--- config.mk ---
export PLATFORM = sky130hd
export DESIGN_NAME = uart_rx_flat
export DESIGN_NICKNAME = d
export VERILOG_FILES = /design/src/rtl/uart_pkg.sv /design/src/rtl/uart_rx_if.sv /design/src/rtl/sync_2ff.sv /design/src/rtl/uart_rx.sv /design/src/flat_wrapper.sv
export SDC_FILE = /design/constraint.sdc
export NUM_CORES = 1
export LEC_CHECK = 0
export ABC_CLOCK_PERIOD_IN_PS = 5100
export BUFFER_PORTS_ARGS = -buffer_cell sky130_fd_sc_hd__buf_2
export CAP_MARGIN = 10
export CORE_MARGIN = 1.5
export CORE_UTILIZATION = 55
export CTS_CLUSTER_SIZE = 12
export DETAILED_ROUTE_END_ITERATION = 10
export MAX_ROUTING_LAYER = met4
export PLACE_DENSITY = 0.75
export RECOVER_POWER = 50
export SYNTH_ARGS = -nofsm -noshare
export SYNTH_HDL_FRONTEND = slang
export SYNTH_SLANG_ARGS = --single-unit
--- constraint.sdc ---
create_clock -name clk -period 5.1 [get_ports clk]
set_input_delay 1.02 -clock clk [delete_from_list [all_inputs] [get_ports clk]]
set_output_delay 1.02 -clock clk [all_outputs]
set_load 0.01 [all_outputs]
--- src/rtl/uart_pkg.sv ---
// Shared UART definitions: receiver FSM states and
// the baud divider used by both receiver and transmitter.
package uart_pkg;

   typedef enum logic [2:0] {
      S_IDLE,
      S_START,
      S_DATA,
      S_STOP,
      S_BREAK
   } state_t;

   function automatic int cnt_serial(
      input int f_sys,
      input int f_ser
   );
      return f_sys / f_ser;
   endfunction

endpackage

--- src/rtl/uart_rx_if.sv ---
// Byte handshake between the UART receiver and its consumer,
// plus the receiver's error pulses.
interface uart_rx_if;

   logic       i_rx_ready;
   logic       o_rx_valid;
   logic [7:0] o_rx_data;
   logic       o_frame_err;
   logic       o_overrun;

   modport slave (
      input  i_rx_ready,
      output o_rx_valid,
      output o_rx_data,
      output o_frame_err,
      output o_overrun
   );

   modport master (
      output i_rx_ready,
      input  o_rx_valid,
      input  o_rx_data,
      input  o_frame_err,
      input  o_overrun
   );

endinterface

--- src/rtl/sync_2ff.sv ---
// Two-flop synchroniser for a single asynchronous input.
module sync_2ff #(
   parameter logic RST_VAL = 1'b1
) (
   input  logic clk,
   input  logic rstn,
   input  logic i_d,
   output logic o_q
);

   logic r_meta;
   logic r_q;

   always_ff @(posedge clk or negedge rstn) begin
      if (!rstn) begin
         r_meta <= RST_VAL;
         r_q    <= RST_VAL;
      end else begin
         r_meta <= i_d;
         r_q    <= r_meta;
      end
   end

   assign o_q = r_q;

endmodule

--- src/rtl/uart_rx.sv ---
// 8N1 UART receiver with mid-bit sampling, valid/ready byte
// hold, frame-error and overrun pulses.
module uart_rx
   import uart_pkg::*;
#(
   parameter int FREQ_SYS    = 50_000_000,
   parameter int FREQ_SERIAL = 115200
) (
   input  logic      clk,
   input  logic      rstn,
   input  logic      i_rx,
   output logic      o_idle,
   uart_rx_if.slave  rx_bus
);

   localparam int CNT_SERIAL = cnt_serial(FREQ_SYS, FREQ_SERIAL);
   localparam int CNT_HALF   = CNT_SERIAL / 2;
   localparam int CW         = $clog2(CNT_SERIAL);
   localparam logic [CW-1:0] C_FULL = CW'(CNT_SERIAL - 1);
   localparam logic [CW-1:0] C_HALF = CW'(CNT_HALF - 1);

   logic          w_rx;
   logic          w_fall;
   logic          w_tick;
   logic          w_done;
   logic          w_ferr;
   logic          w_shift;
   logic          w_chg;
   state_t        r_state;
   state_t        w_next;
   logic          r_rx_d;
   logic [CW-1:0] r_cnt;
   logic [2:0]    r_bit;
   logic [7:0]    r_shift;
   logic          r_valid;
   logic [7:0]    r_data;
   logic          r_ferr;
   logic          r_ovr;

   sync_2ff #(.RST_VAL(1'b1)) u_sync (
      .clk  (clk),
      .rstn (rstn),
      .i_d  (i_rx),
      .o_q  (w_rx)
   );

   assign w_fall = r_rx_d & ~w_rx;
   assign w_tick = (r_cnt == C_FULL);
   assign w_chg  = (w_next != r_state);

   always_comb begin
      w_next  = r_state;
      w_done  = 1'b0;
      w_ferr  = 1'b0;
      w_shift = 1'b0;
      unique case (r_state)
         S_IDLE: begin
            if (w_fall) w_next = S_START;
         end
         S_START: begin
            // a line back high at mid start bit is a glitch
            if (r_cnt == C_HALF)
               w_next = w_rx ? S_IDLE : S_DATA;
         end
         S_DATA: begin
            if (w_tick) begin
               w_shift = 1'b1;
               if (r_bit == 3'd7) w_next = S_STOP;
            end
         end
         S_STOP: begin
            if (w_tick) begin
               if (w_rx) begin
                  w_done = 1'b1;
                  w_next = S_IDLE;
               end else begin
                  w_ferr = 1'b1;
                  w_next = S_BREAK;
               end
            end
         end
         S_BREAK: begin
            if (w_rx) w_next = S_IDLE;
         end
         default: w_next = S_IDLE;
      endcase
   end

   always_ff @(posedge clk or negedge rstn) begin
      if (!rstn) begin
         r_state <= S_IDLE;
         r_rx_d  <= 1'b1;
         r_cnt   <= '0;
         r_bit   <= '0;
         r_shift <= '0;
      end else begin
         r_state <= w_next;
         r_rx_d  <= w_rx;
         if (w_chg || w_tick) r_cnt <= '0;
         else                 r_cnt <= r_cnt + CW'(1);
         if (w_chg)        r_bit <= '0;
         else if (w_shift) r_bit <= r_bit + 3'd1;
         if (w_shift) r_shift <= {w_rx, r_shift[7:1]};
      end
   end

   // a completing byte wins over a same-cycle accept
   always_ff @(posedge clk or negedge rstn) begin
      if (!rstn) begin
         r_valid <= 1'b0;
         r_data  <= 8'h00;
         r_ferr  <= 1'b0;
         r_ovr   <= 1'b0;
      end else begin
         r_ferr <= w_ferr;
         r_ovr  <= w_done & r_valid & ~rx_bus.i_rx_ready;
         if (w_done) begin
            r_valid <= 1'b1;
            r_data  <= r_shift;
         end else if (rx_bus.i_rx_ready) begin
            r_valid <= 1'b0;
         end
      end
   end

   assign rx_bus.o_rx_valid  = r_valid;
   assign rx_bus.o_rx_data   = r_data;
   assign rx_bus.o_frame_err = r_ferr;
   assign rx_bus.o_overrun   = r_ovr;
   assign o_idle             = (r_state == S_IDLE);

endmodule

--- src/flat_wrapper.sv ---
// flat-port wrapper written by rule: the top's interface ports become plain ports
module uart_rx_flat import uart_pkg::*;
#(
   parameter int FREQ_SYS    = 50_000_000,
   parameter int FREQ_SERIAL = 115200
)
  (clk, rstn, i_rx, o_idle, rx_bus_i_rx_ready, rx_bus_o_rx_valid, rx_bus_o_rx_data, rx_bus_o_frame_err, rx_bus_o_overrun);
  uart_rx_if rx_bus_i ();
  input  logic clk;
  input  logic rstn;
  input  logic i_rx;
  output logic o_idle;
  input wire logic [$bits(rx_bus_i.i_rx_ready)-1:0] rx_bus_i_rx_ready;
  output wire logic [$bits(rx_bus_i.o_rx_valid)-1:0] rx_bus_o_rx_valid;
  output wire logic [$bits(rx_bus_i.o_rx_data)-1:0] rx_bus_o_rx_data;
  output wire logic [$bits(rx_bus_i.o_frame_err)-1:0] rx_bus_o_frame_err;
  output wire logic [$bits(rx_bus_i.o_overrun)-1:0] rx_bus_o_overrun;
  assign rx_bus_i.i_rx_ready = rx_bus_i_rx_ready;
  assign rx_bus_o_rx_valid = rx_bus_i.o_rx_valid;
  assign rx_bus_o_rx_data = rx_bus_i.o_rx_data;
  assign rx_bus_o_frame_err = rx_bus_i.o_frame_err;
  assign rx_bus_o_overrun = rx_bus_i.o_overrun;
  uart_rx #(.FREQ_SYS(FREQ_SYS), .FREQ_SERIAL(FREQ_SERIAL)) u_core (.clk(clk), .rstn(rstn), .i_rx(i_rx), .o_idle(o_idle), .rx_bus(rx_bus_i));
endmodule
==> results of run 1 <==
## cells in the mapped netlist (all sizes together)
master  number
buf          2
o21a         1
nor3b        2
o31ai        1
a311oi       1
dfrtp       34
a21oi        2
o21ai        2
nand4        2
o2bb2a       1
clkbuf       5
ha           5
and4bb       1
and4         1
nand3        5
nand2        9
mux2        16
or4b         2
nor2         4
dfstp        3
xor2         2
nand2b       2
xnor2        6
a211oi       2
nand3b       1
nor3        17
nor4         2
and4b        2
nor4b        2
nor2b        2
inv          2
mux2i        2
## registers in the layout, indices dropped and copies added, names as in the netlist
register and cells:
u_core.rx_bus.o_frame_err 1, u_core.r_state 3, u_core.r_cnt 9, u_core.u_sync.o_q 1
u_core.rx_bus.o_overrun 1, u_core.r_bit 3, u_core.r_rx_d 1, u_core.u_sync.r_meta 1
u_core.rx_bus.o_rx_valid 1, u_core.r_shift 8, u_core.rx_bus.o_rx_data 8
## through the flow
stage / setup slack, ns / instance area, sq um
3_5_place_dp: 2.97 / 1790
6_report: 2.84 / 1840
3_3_place_gp: 3.03 / 1790
2_1_floorplan: 3.16 / 1700
4_1_cts: 2.83 / 1850
5_1_grt: 2.48 / 1840
## power breakdown
part / total (mW) / leakage [nW] / internal [mW] / switching, mW
Combinational: 0.0814 / 0.350 / 0.0394 / 0.0420
Clock: 0.151 / 0.0310 / 0.0519 / 0.0993
Sequential: 0.353 / 0.493 / 0.318 / 0.0345
Total: 0.586 / 0.874 / 0.410 / 0.176
## worst register-to-register path, cell delays in order, from the launching register on
cell and delay, ns:
dfrtp_1 0.44, inv_1 0.08, ha_1 0.13, nor4b_1 0.45, nand2_1 0.15, or4b_2 0.64, a21oi_1 0.17
## path summary, 6_finish.rpt
path / from / slack, ns / end / depth (start not counted)
worst max-delay path: rstn / 2.84 / u_core.r_cnt[0]$_DFF_PN0_ / 1
worst min-delay path: u_core.u_sync.r_meta$_DFF_PN1_ / 0.36 / u_core.u_sync.o_q$_DFF_PN1_ / 0
worst max register to register: u_core.r_cnt[0]$_DFF_PN0_ / 2.98 / u_core.r_state[1]$_DFF_PN0_ / 6
worst min register to register: u_core.u_sync.r_meta$_DFF_PN1_ / 0.36 / u_core.u_sync.o_q$_DFF_PN1_ / 0
max in group clk: u_core.r_state[0]$_DFF_PN0_ / 2.84 / o_idle / 2
min in group asynchronous: rstn / 1.17 / u_core.rx_bus.o_rx_valid$_DFFE_PN0P_ / 1
## per-layer routing
metal	track usage [%]	vias to the layer above	share of wire, %	wire [microns]
met4	8.97	0	2.5	74
met3	7.91	8	4.4	128
met2	31.1	24	46	1330
met1	28.1	545	48	1390
li1	-	538	-	-
met5	-	-	0	0
## final cells by class
cell class / instances / area share, %
sequential: 37 / 50.4
multi-input combinational: 95 / 39.7
timing repair buffer: 16 / 4.41
tap: 31 / 2.10
clock buffer: 5 / 2.04
clock inverter: 3 / 0.950
inverter: 2 / 0.407
## cell families after synthesis
kind of cell | share of synthesized area, %
XOR/XNOR | 4.13
AND/OR/NAND/NOR | 19.5
AO/OA/AOI/OAI | 4.05
buffers and inverters | 2.14
multiplexers | 11.8
adder cells (fa/ha/maj) | 3.68
flip-flops | 54.8
==> reports/results.tsv, run 1 <==
stage	metric	value	unit
run_status	status	finished, violations left	
run_status	failing checks	capacitance limit, slew limit	
worst_setup_path	CP Capture Type	async pin	
global_routing	vias in the first global route	1117	
cts	postcts setup bufs	0	
logic_synthesis	post-synth cell types	36	
logic_synthesis	Yosys reg bits	37	
sta	setup TNS	0	ns
floorplanning	die area	3430	sq um
drt	DRC	0	
layout	Multi-input gate area	732	sq um
sta	Final min period	2.26	ns
layout	Diodes inserted	0	
cts	Max Buffers Root-to-Sink	2	
layout	Area Overhead vs Synth	8.62	%
sta	RSZ-0062 raised after global routing	no	
worst_setup_path	crit-path max FO	37	
drt	Detailed Routing Iterations Pass 1	5	
pwr	peak supply drop	0.271	mV
global_routing	largest net degree at the start of global routing	38	
sta	final hold slack	0.361	ns
layout	Final Core Density	64.6	%
worst_setup_path	critical path class	input pin to async pin	
cts	post-cts gate resize count	0	
cts	H-tree Lvls	2	
global_routing	initial antenna violation count	0	
place	post-detail-place hpwl	2030	microns
pwr	final total power	586	uW
floorplanning	die width	58.6	microns
drt	DRT iter0 DRCs	43	
layout	Filler cells	239	
cts	CTS root buf	clkbuf_4	
place	# port buffers	15	
place	Cells after DPL	181	
worst_setup_path	crit-path max cell delay	1.33	ns
sta	final cycle utilization of the critical path	44.3	%
run	Max Cap Viol	1	
logic_synthesis	Synth Instances	141	
layout	fin cells	189	
layout	Layout Nets	166	
logic_synthesis	register area share after synthesis	54.8	%
cts	Num CTS Buffers	5	
floorplanning	starting density of the core	59.5	%
floorplanning	row cnt	19	
logic_synthesis	Synth top area share	50.1	%
drt	vias per cell	5.90	
layout	sequential cell area	930	sq um
logic_synthesis	Avg Cell Area, Syn	12.0	sq um
drt	antenna viol nets, final	0	
cts	TritonCTS clock tree	done	
sta	fmax	443	MHz
worst_setup_path	Critical Path RT	5.21	ns
floorplanning	die height	58.6	microns
floorplanning	core area	2850	sq um
logic_synthesis	Post-Syn Area	1700	sq um
logic_synthesis	synth top area cells	dfrtp_1, mux2_2, nor3_1	
layout	most frequent cells in the layout	dfrtp_1, nor3_1, mux2_2	
place	GP Congestion	0.840	
sta	max_slew headroom	-26.0	%
drt	routed vias	1115	
cts	CTS sink count	37	
layout	commonest non-fill, non-tap cell in the layout	dfrtp_1	
cts	Skew-Pair Late Insertion Delay	0.35	ns
drt	total length of routed wires	2920	microns
cts	hold_buf cts	0	
logic_synthesis	Synth area leader	dfrtp_1	
sta	worst-margin pin slew	1.89	ns
cts	Clock Pin Slew Worst Setup and Hold Paths	0.11	ns
worst_setup_path	data arrival time of the critical path	2.37	ns
pwr	P per Cell Area	318	nW/um^2
global_routing	grt ovf	0	
floorplanning	I/O pin count	16	
logic_synthesis	yosys warns	0	
worst_setup_path	CP max-delay cell	clkbuf_1	
sta	clk_skew	0.00966	ns
worst_setup_path	Worst setup SP type	input pin	
global_routing	first-pass GRT wire length	5230	microns
global_routing	gr usage total	21.8	%
pwr	leakage power	0.874	nW
sta	Pins Over Slew Limit	38	
sta	Hold Vio Cnt, Final	0	
drt	drt wl/cell	15.4	microns
layout	fraction of layout instances using a drive strength above 1	28.5	%
worst_setup_path	Crit path max-delay family	buffers and inverters	
logic_synthesis	Post-Synthesis Net Count	150	
worst_setup_path	worst path cell trace	clkbuf_1	
hold_path	Hold Crit Class	register to register	
worst_setup_path	CP Buf/Inv Count	1	
sta	Setup Viol. Count Final	0	
Power figures use the tool's default switching activity.
==> inputs of run 2 (changes only) <==
ABC_CLOCK_PERIOD_IN_PS = 2100   (was 5100)
clock period = 2.1 ns   (was 5.1 ns; I/O delays follow)
==> run 2 against run 1 <==
Effect of this change:
- the run still ends with capacitance limit, slew limit left
- sequential share of layout area down 1.5 points
- critical path depth rose by 3
- sequential cell count stayed put
- sequential power up 150%
- highest routed layer unchanged
==> reports/results.tsv, run 2 (same netlist as run 1, synthesis figures left out) <==
stage	metric	value	unit	change
layout	commonest non-fill, non-tap cell in the layout	dfrtp_1		
cts	Max Buffers Root-to-Sink	2		unchanged
layout	max reg flops	9		unchanged
sta	Pins Over Slew Limit	38		unchanged
pwr	peak supply drop	0.666	mV	+150%
hold_path	hold depth	1		+1
global_routing	grt ovf	0		unchanged
drt	routed vias	1150		+3.1%
worst_setup_path	Crit. Startpoint	u_core.r_cnt[2]$_DFF_PN0_		
worst_setup_path	crit-path max FO	8		-78%
sta	Final min period	1.96	ns	
place	pre-CTS WS	0.149	ns	-2.82 ns
pwr	P per Cell Area	813	nW/um^2	+160%
sta	fmax	510	MHz	
cts	post-cts gate resize count	0		unchanged
floorplanning	starting density of the core	59.5	%	unchanged
global_routing	vias in the first global route	1137		+1.8%
sta	RSZ-0062 raised after global routing	no		
drt	antenna viol nets, final	0		unchanged
drt	total length of routed wires	3070	microns	+5.1%
sta	Setup Viol. Count Final	0		unchanged
sta	Hold Vio Cnt, Final	0		unchanged
floorplanning	row cnt	19		unchanged
worst_setup_path	Critical Path RT	2.34	ns	-2.87 ns
hold_path	Hold Crit Class	input pin to register		
floorplanning	die area	3430	sq um	unchanged
cts	H-tree Lvls	2		unchanged
cts	CTS sink count	37		unchanged
floorplanning	core area	2850	sq um	unchanged
cts	TritonCTS clock tree	done		
layout	Area Overhead vs Synth	12.0	%	
global_routing	gr usage total	21.6	%	-0.19 points
worst_setup_path	critical path class	register to register		
layout	Layout Nets	171		+3.0%
cts	Num CTS Buffers	5		unchanged
drt	Detailed Routing Iterations Pass 1	4		-1
drt	drt wl/cell	15.9	microns	+2.9%
global_routing	largest net degree at the start of global routing	38		unchanged
worst_setup_path	FF-to-FF Start	u_core.r_cnt[2]$_DFF_PN0_		
floorplanning	I/O pin count	16		unchanged
sta	setup slack after layout	0.139	ns	-2.70 ns
sta	setup TNS	0	ns	unchanged
sta	final cycle utilization of the critical path	93.4	%	
pwr	leakage power	0.897	nW	+2.6%
cts	Skew-Pair Late Insertion Delay	0.34	ns	about the same
sta	clk_skew	0.00716	ns	-0.00249 ns
place	GP Congestion	0.771		-8.3%
sta	worst-margin pin slew	1.86	ns	-0.0309 ns
place	# port buffers	15		unchanged
floorplanning	die width	58.6	microns	unchanged
cts	hold_buf cts	0		unchanged
worst_setup_path	Worst setup SP type	register		
layout	Diodes inserted	0		unchanged
drt	DRC	0		unchanged
run_status	status	finished, violations left		
cts	CTS root buf	clkbuf_4		
layout	most frequent cells in the layout	dfrtp_1, nor3_1, mux2_2		
layout	fraction of layout instances using a drive strength above 1	29.6	%	+1.1 points
drt	DRT iter0 DRCs	36		-16%
layout	Top reg by flops	u_core.r_cnt		
place	post-detail-place hpwl	2150	microns	+6.2%
cts	postcts setup bufs	0		unchanged
hold_path	Min-Delay Startpoint	i_rx		
run	Max Cap Viol	1		unchanged
global_routing	first-pass GRT wire length	5300	microns	+1.3%
cts	Clock Pin Slew Worst Setup and Hold Paths	0.10	ns	about the same
worst_setup_path	CP Capture Type	register		
floorplanning	die height	58.6	microns	unchanged
sta	max_slew headroom	-23.9	%	+2.1 points
global_routing	initial antenna violation count	0		unchanged
worst_setup_path	data arrival time of the critical path	2.20	ns	-0.17 ns
drt	vias per cell	5.96		+1.0%
worst_setup_path	FF-to-FF path depth	4		-2
run_status	failing checks	capacitance limit, slew limit		
-- run 2: metrics by stage --
| step | std cells | hold slack [ns] | area [sq um] | total power [mW] | utilization (%) |
|---|---|---|---|---|---|
| 2_1_floorplan | 141 | 0.124 | 1700 | 1.01 | - |
| 3_3_place_gp | 186 | 0.346 | 1830 | 1.07 | 64.1 |
| 3_5_place_dp | 186 | 0.347 | 1830 | 1.08 | 64.1 |
| 4_1_cts | 193 | 0.161 | 1900 | 1.55 | 66.6 |
| 5_1_grt | 193 | 0.144 | 1900 | 1.63 | 66.7 |
| 6_report | 193 | 0.166 | 1900 | 1.55 | 66.7 |
-- run 2: final cells by class --
cell class	instances	area (sq um)
Fill cell	230	951
Sequential cell	37	930
Multi-Input combinational cell	95	738
Timing Repair Buffer	21	115
Tap cell	31	38.8
Clock buffer	5	37.5
Clock inverter	2	35.0
Inverter	2	7.51
-- run 2: power by group --
part	internal (mW)	switching, mW	leakage, nW	total [mW]
Sequential	0.773	0.0953	0.493	0.869
Combinational	0.109	0.105	0.363	0.214
Clock	0.242	0.221	0.0410	0.463
Total	1.12	0.421	0.897	1.55
-- run 2: worst max-delay path, stage by stage, from the launching register on --
cell and delay, ns:
dfrtp_1 0.45, or4b_4 0.57, nor4_4 0.28, buf_4 0.21
mux2_2 0.35
-- run 2: worst paths after layout --
| kind | slack (ns) | end |
|---|---|---|
| worst max-delay path | 0.14 | u_core.rx_bus.o_rx_data[2]$_DFFE_PN0P_ |
| worst min-delay path | 0.17 | u_core.u_sync.r_meta$_DFF_PN1_ |
| worst max register to register | 0.14 | u_core.rx_bus.o_rx_data[2]$_DFFE_PN0P_ |
| worst min register to register | 0.37 | u_core.u_sync.o_q$_DFF_PN1_ |
| max in group asynchronous | 0.46 | u_core.r_bit[2]$_DFFE_PN0P_ |
| min in group asynchronous | 0.57 | u_core.rx_bus.o_overrun$_DFF_PN0_ |
-- run 2: routing by layer --
layer	up-vias	track usage [%]	routed length [microns]
li1	551	-	-
met1	573	26.6	1360
met2	19	34.7	1560
met3	7	4.62	87
met4	0	8.97	62
met5	-	-	0
==> inputs of run 3 (changes only) <==
PLACE_DENSITY = 0.81   (was 0.75)
==> run 3 against run 2 <==
Effect of this change:
- the flow still finishes with violations (capacitance limit, slew limit)
- total power fell by 1.9%
- clock power decreased by 4.5%
- register-to-register slack is essentially flat
- wire length down 4.7%
- die area stayed put
- sequential share of layout area rose by 0.13 points
- critical path depth unchanged
- global-route usage down 1.5 points
- clock skew increased by 0.014 ns
- cell area is 0.26% lower
- critical path type unchanged
- critical endpoint is now u_core.rx_bus.o_rx_data[1]$_DFFE_PN0P_
- largest power group unchanged
==> reports/results.tsv, run 3 (same netlist as run 1, synthesis figures left out) <==
stage	metric	value	unit	change
drt	DRT iter0 DRCs	90		+150%
sta	fmax	510	MHz	about the same
cts	CTS sink count	37		unchanged
worst_setup_path	Crit path max-delay family	simple AND/OR/NAND/NOR gates		
sta	Final min period	1.96	ns	-0.000320 ns
floorplanning	die width	58.6	microns	unchanged
drt	antenna viol nets, final	0		unchanged
floorplanning	die area	3430	sq um	unchanged
run	Max Cap Viol	1		unchanged
place	GP Congestion	0.916		+19%
drt	drt wl/cell	15.1	microns	-5.2%
run_status	failing checks	capacitance limit, slew limit		
worst_setup_path	CP Capture Type	register		
sta	final cycle utilization of the critical path	93.4	%	about the same
pwr	P_sw	438	uW	+4.0%
sta	RSZ-0062 raised after global routing	no		
place	post-detail-place hpwl	2020	microns	-6.4%
sta	worst-margin pin slew	1.87	ns	+0.0147 ns
cts	Max Buffers Root-to-Sink	2		unchanged
sta	setup TNS	0	ns	unchanged
pwr	internal power	1.08	mW	-4.1%
worst_setup_path	CP max-delay cell	or4b_4		
worst_setup_path	Critical Path RT	2.34	ns	about the same
cts	TritonCTS clock tree	done		
floorplanning	core area	2850	sq um	unchanged
layout	max reg flops	9		unchanged
layout	commonest non-fill, non-tap cell in the layout	dfrtp_1		
sta	Hold Vio Cnt, Final	0		unchanged
cts	H-tree Lvls	2		unchanged
global_routing	gr usage total	20.1	%	-1.5 points
worst_setup_path	crit-path max cell delay	0.57	ns	about the same
floorplanning	row cnt	19		unchanged
floorplanning	die height	58.6	microns	unchanged
sta	Setup Viol. Count Final	0		unchanged
cts	CTS root buf	clkbuf_4		
global_routing	largest net degree at the start of global routing	38		unchanged
cts	Skew-Pair Late Insertion Delay	0.36	ns	+0.02 ns
drt	Metal-1 WL	1290	microns	-4.9%
hold_path	hold depth	1		unchanged
worst_setup_path	FF-to-FF path depth	4		unchanged
layout	fraction of layout instances using a drive strength above 1	29.4	%	-0.18 points
sta	max_slew headroom	-24.9	%	-0.98 points
drt	max layer used	met4		
floorplanning	I/O pin count	16		unchanged
cts	postcts setup bufs	0		unchanged
pwr	peak supply drop	0.489	mV	-27%
drt	DRC	0		unchanged
worst_setup_path	critical path class	register to register		
pwr	Sw Ratio	28.9	%	+1.6 points
global_routing	grt ovf	0		unchanged
drt	total length of routed wires	2930	microns	-4.7%
sta	Pins Over Slew Limit	38		unchanged
layout	Layout Nets	171		unchanged
worst_setup_path	CP Depth	4		unchanged
worst_setup_path	crit-path max FO	8		unchanged
cts	Clock Pin Slew Worst Setup and Hold Paths	0.13	ns	+0.03 ns
floorplanning	starting density of the core	59.5	%	unchanged
global_routing	first-pass GRT wire length	4950	microns	-6.5%
worst_setup_path	data arrival time of the critical path	2.20	ns	about the same
layout	most frequent cells in the layout	dfrtp_1, nor3_1, mux2_2		
place	Cells after DPL	186		unchanged
place	# port buffers	15		unchanged
global_routing	vias in the first global route	1113		-2.1%
cts	hold_buf cts	0		unchanged
cts	post-cts gate resize count	0		unchanged
pwr	Logic pwr share	14.0	%	+0.2 points
pwr	P per Cell Area	800	nW/um^2	-1.6%
pwr	share of power burned in registers	56.9	%	+0.7 points
worst_setup_path	CP Buf/Inv Count	1		unchanged
pwr	Clock power frac	29.2	%	-0.8 points
worst_setup_path	worst path cell trace	or4b_4, nor4_4, buf_4, mux2_2		
worst_setup_path	Worst setup SP type	register		
global_routing	initial antenna violation count	0		unchanged
drt	met2 WL post-DR	1420	microns	-9.2%
layout	Top reg by flops	u_core.r_cnt		
drt	routed vias	1149		-0.087%
layout	Area Overhead vs Synth	11.7	%	
sta	clk_skew	0.0212	ns	+0.0140 ns
cts	Num CTS Buffers	5		unchanged
hold_path	Hold Crit Class	input pin to register		
pwr	leakage power	0.896	nW	-0.10%
drt	vias per cell	5.92		-0.60%
layout	fin cells	194		+0.52%
drt	Detailed Routing Iterations Pass 1	4		unchanged
layout	Diodes inserted	0		unchanged
drt	routed length on met3	155	microns	+78%
run_status	status	finished, violations left		
## run 3: changes by cell type in the layout (fill, tap and decap cells not counted), sizes merged
cell,before,now
inv,2,3
clkbuf,9,11
bufinv,1,0
clkinv,1,0
## run 3: layout make-up
cell class / instances / area (sq um)
tap: 31 / 38.8
timing repair buffer: 21 / 115
clock buffer: 7 / 65.1
multi-input combinational: 95 / 732
inverter: 2 / 7.51
fill: 222 / 956
clock inverter: 1 / 8.76
sequential: 37 / 930
## run 3: layer usage
layer,GRT usage [%],vias up
met5,-,-
met4,7.31,0
met3,6.15,8
met2,32.6,36
met1,23.6,554
li1,-,551
## run 3: stage by stage
stage          hold slack (ns)  power (mW)  cell area, sq um  util, %  setup slack, ns
2_1_floorplan            0.124        1.01              1700        -            0.161
3_3_place_gp             0.346        1.06              1830     64.1            0.162
3_5_place_dp             0.347        1.09              1830     64.1            0.141
4_1_cts                  0.138        1.53              1900     66.7            0.125
5_1_grt                  0.128        1.58              1900     66.5           0.0441
6_report                 0.143        1.52              1900     66.5            0.139
## run 3: worst paths after layout
path / from / end / slack, ns
setup / recovery: u_core.r_cnt[2]$_DFF_PN0_ / u_core.rx_bus.o_rx_data[1]$_DFFE_PN0P_ / 0.14
hold / removal: i_rx / u_core.u_sync.r_meta$_DFF_PN1_ / 0.14
setup reg to reg: u_core.r_cnt[2]$_DFF_PN0_ / u_core.rx_bus.o_rx_data[1]$_DFFE_PN0P_ / 0.14
hold reg to reg: u_core.u_sync.r_meta$_DFF_PN1_ / u_core.u_sync.o_q$_DFF_PN1_ / 0.37
max in group asynchronous: rstn / u_core.r_cnt[8]$_DFF_PN0_ / 0.45
min in group asynchronous: rstn / u_core.r_state[0]$_DFF_PN0_ / 0.56
## run 3: power groups by stage
stage	Combinational [mW]	Sequential, mW	Clock [mW]
5_1_grt	0.241	0.871	0.472
3_3_place_gp	0.198	0.866	0
3_5_place_dp	0.214	0.876	0
4_1_cts	0.216	0.862	0.450
2_1_floorplan	0.160	0.846	0
6_report	0.212	0.863	0.442
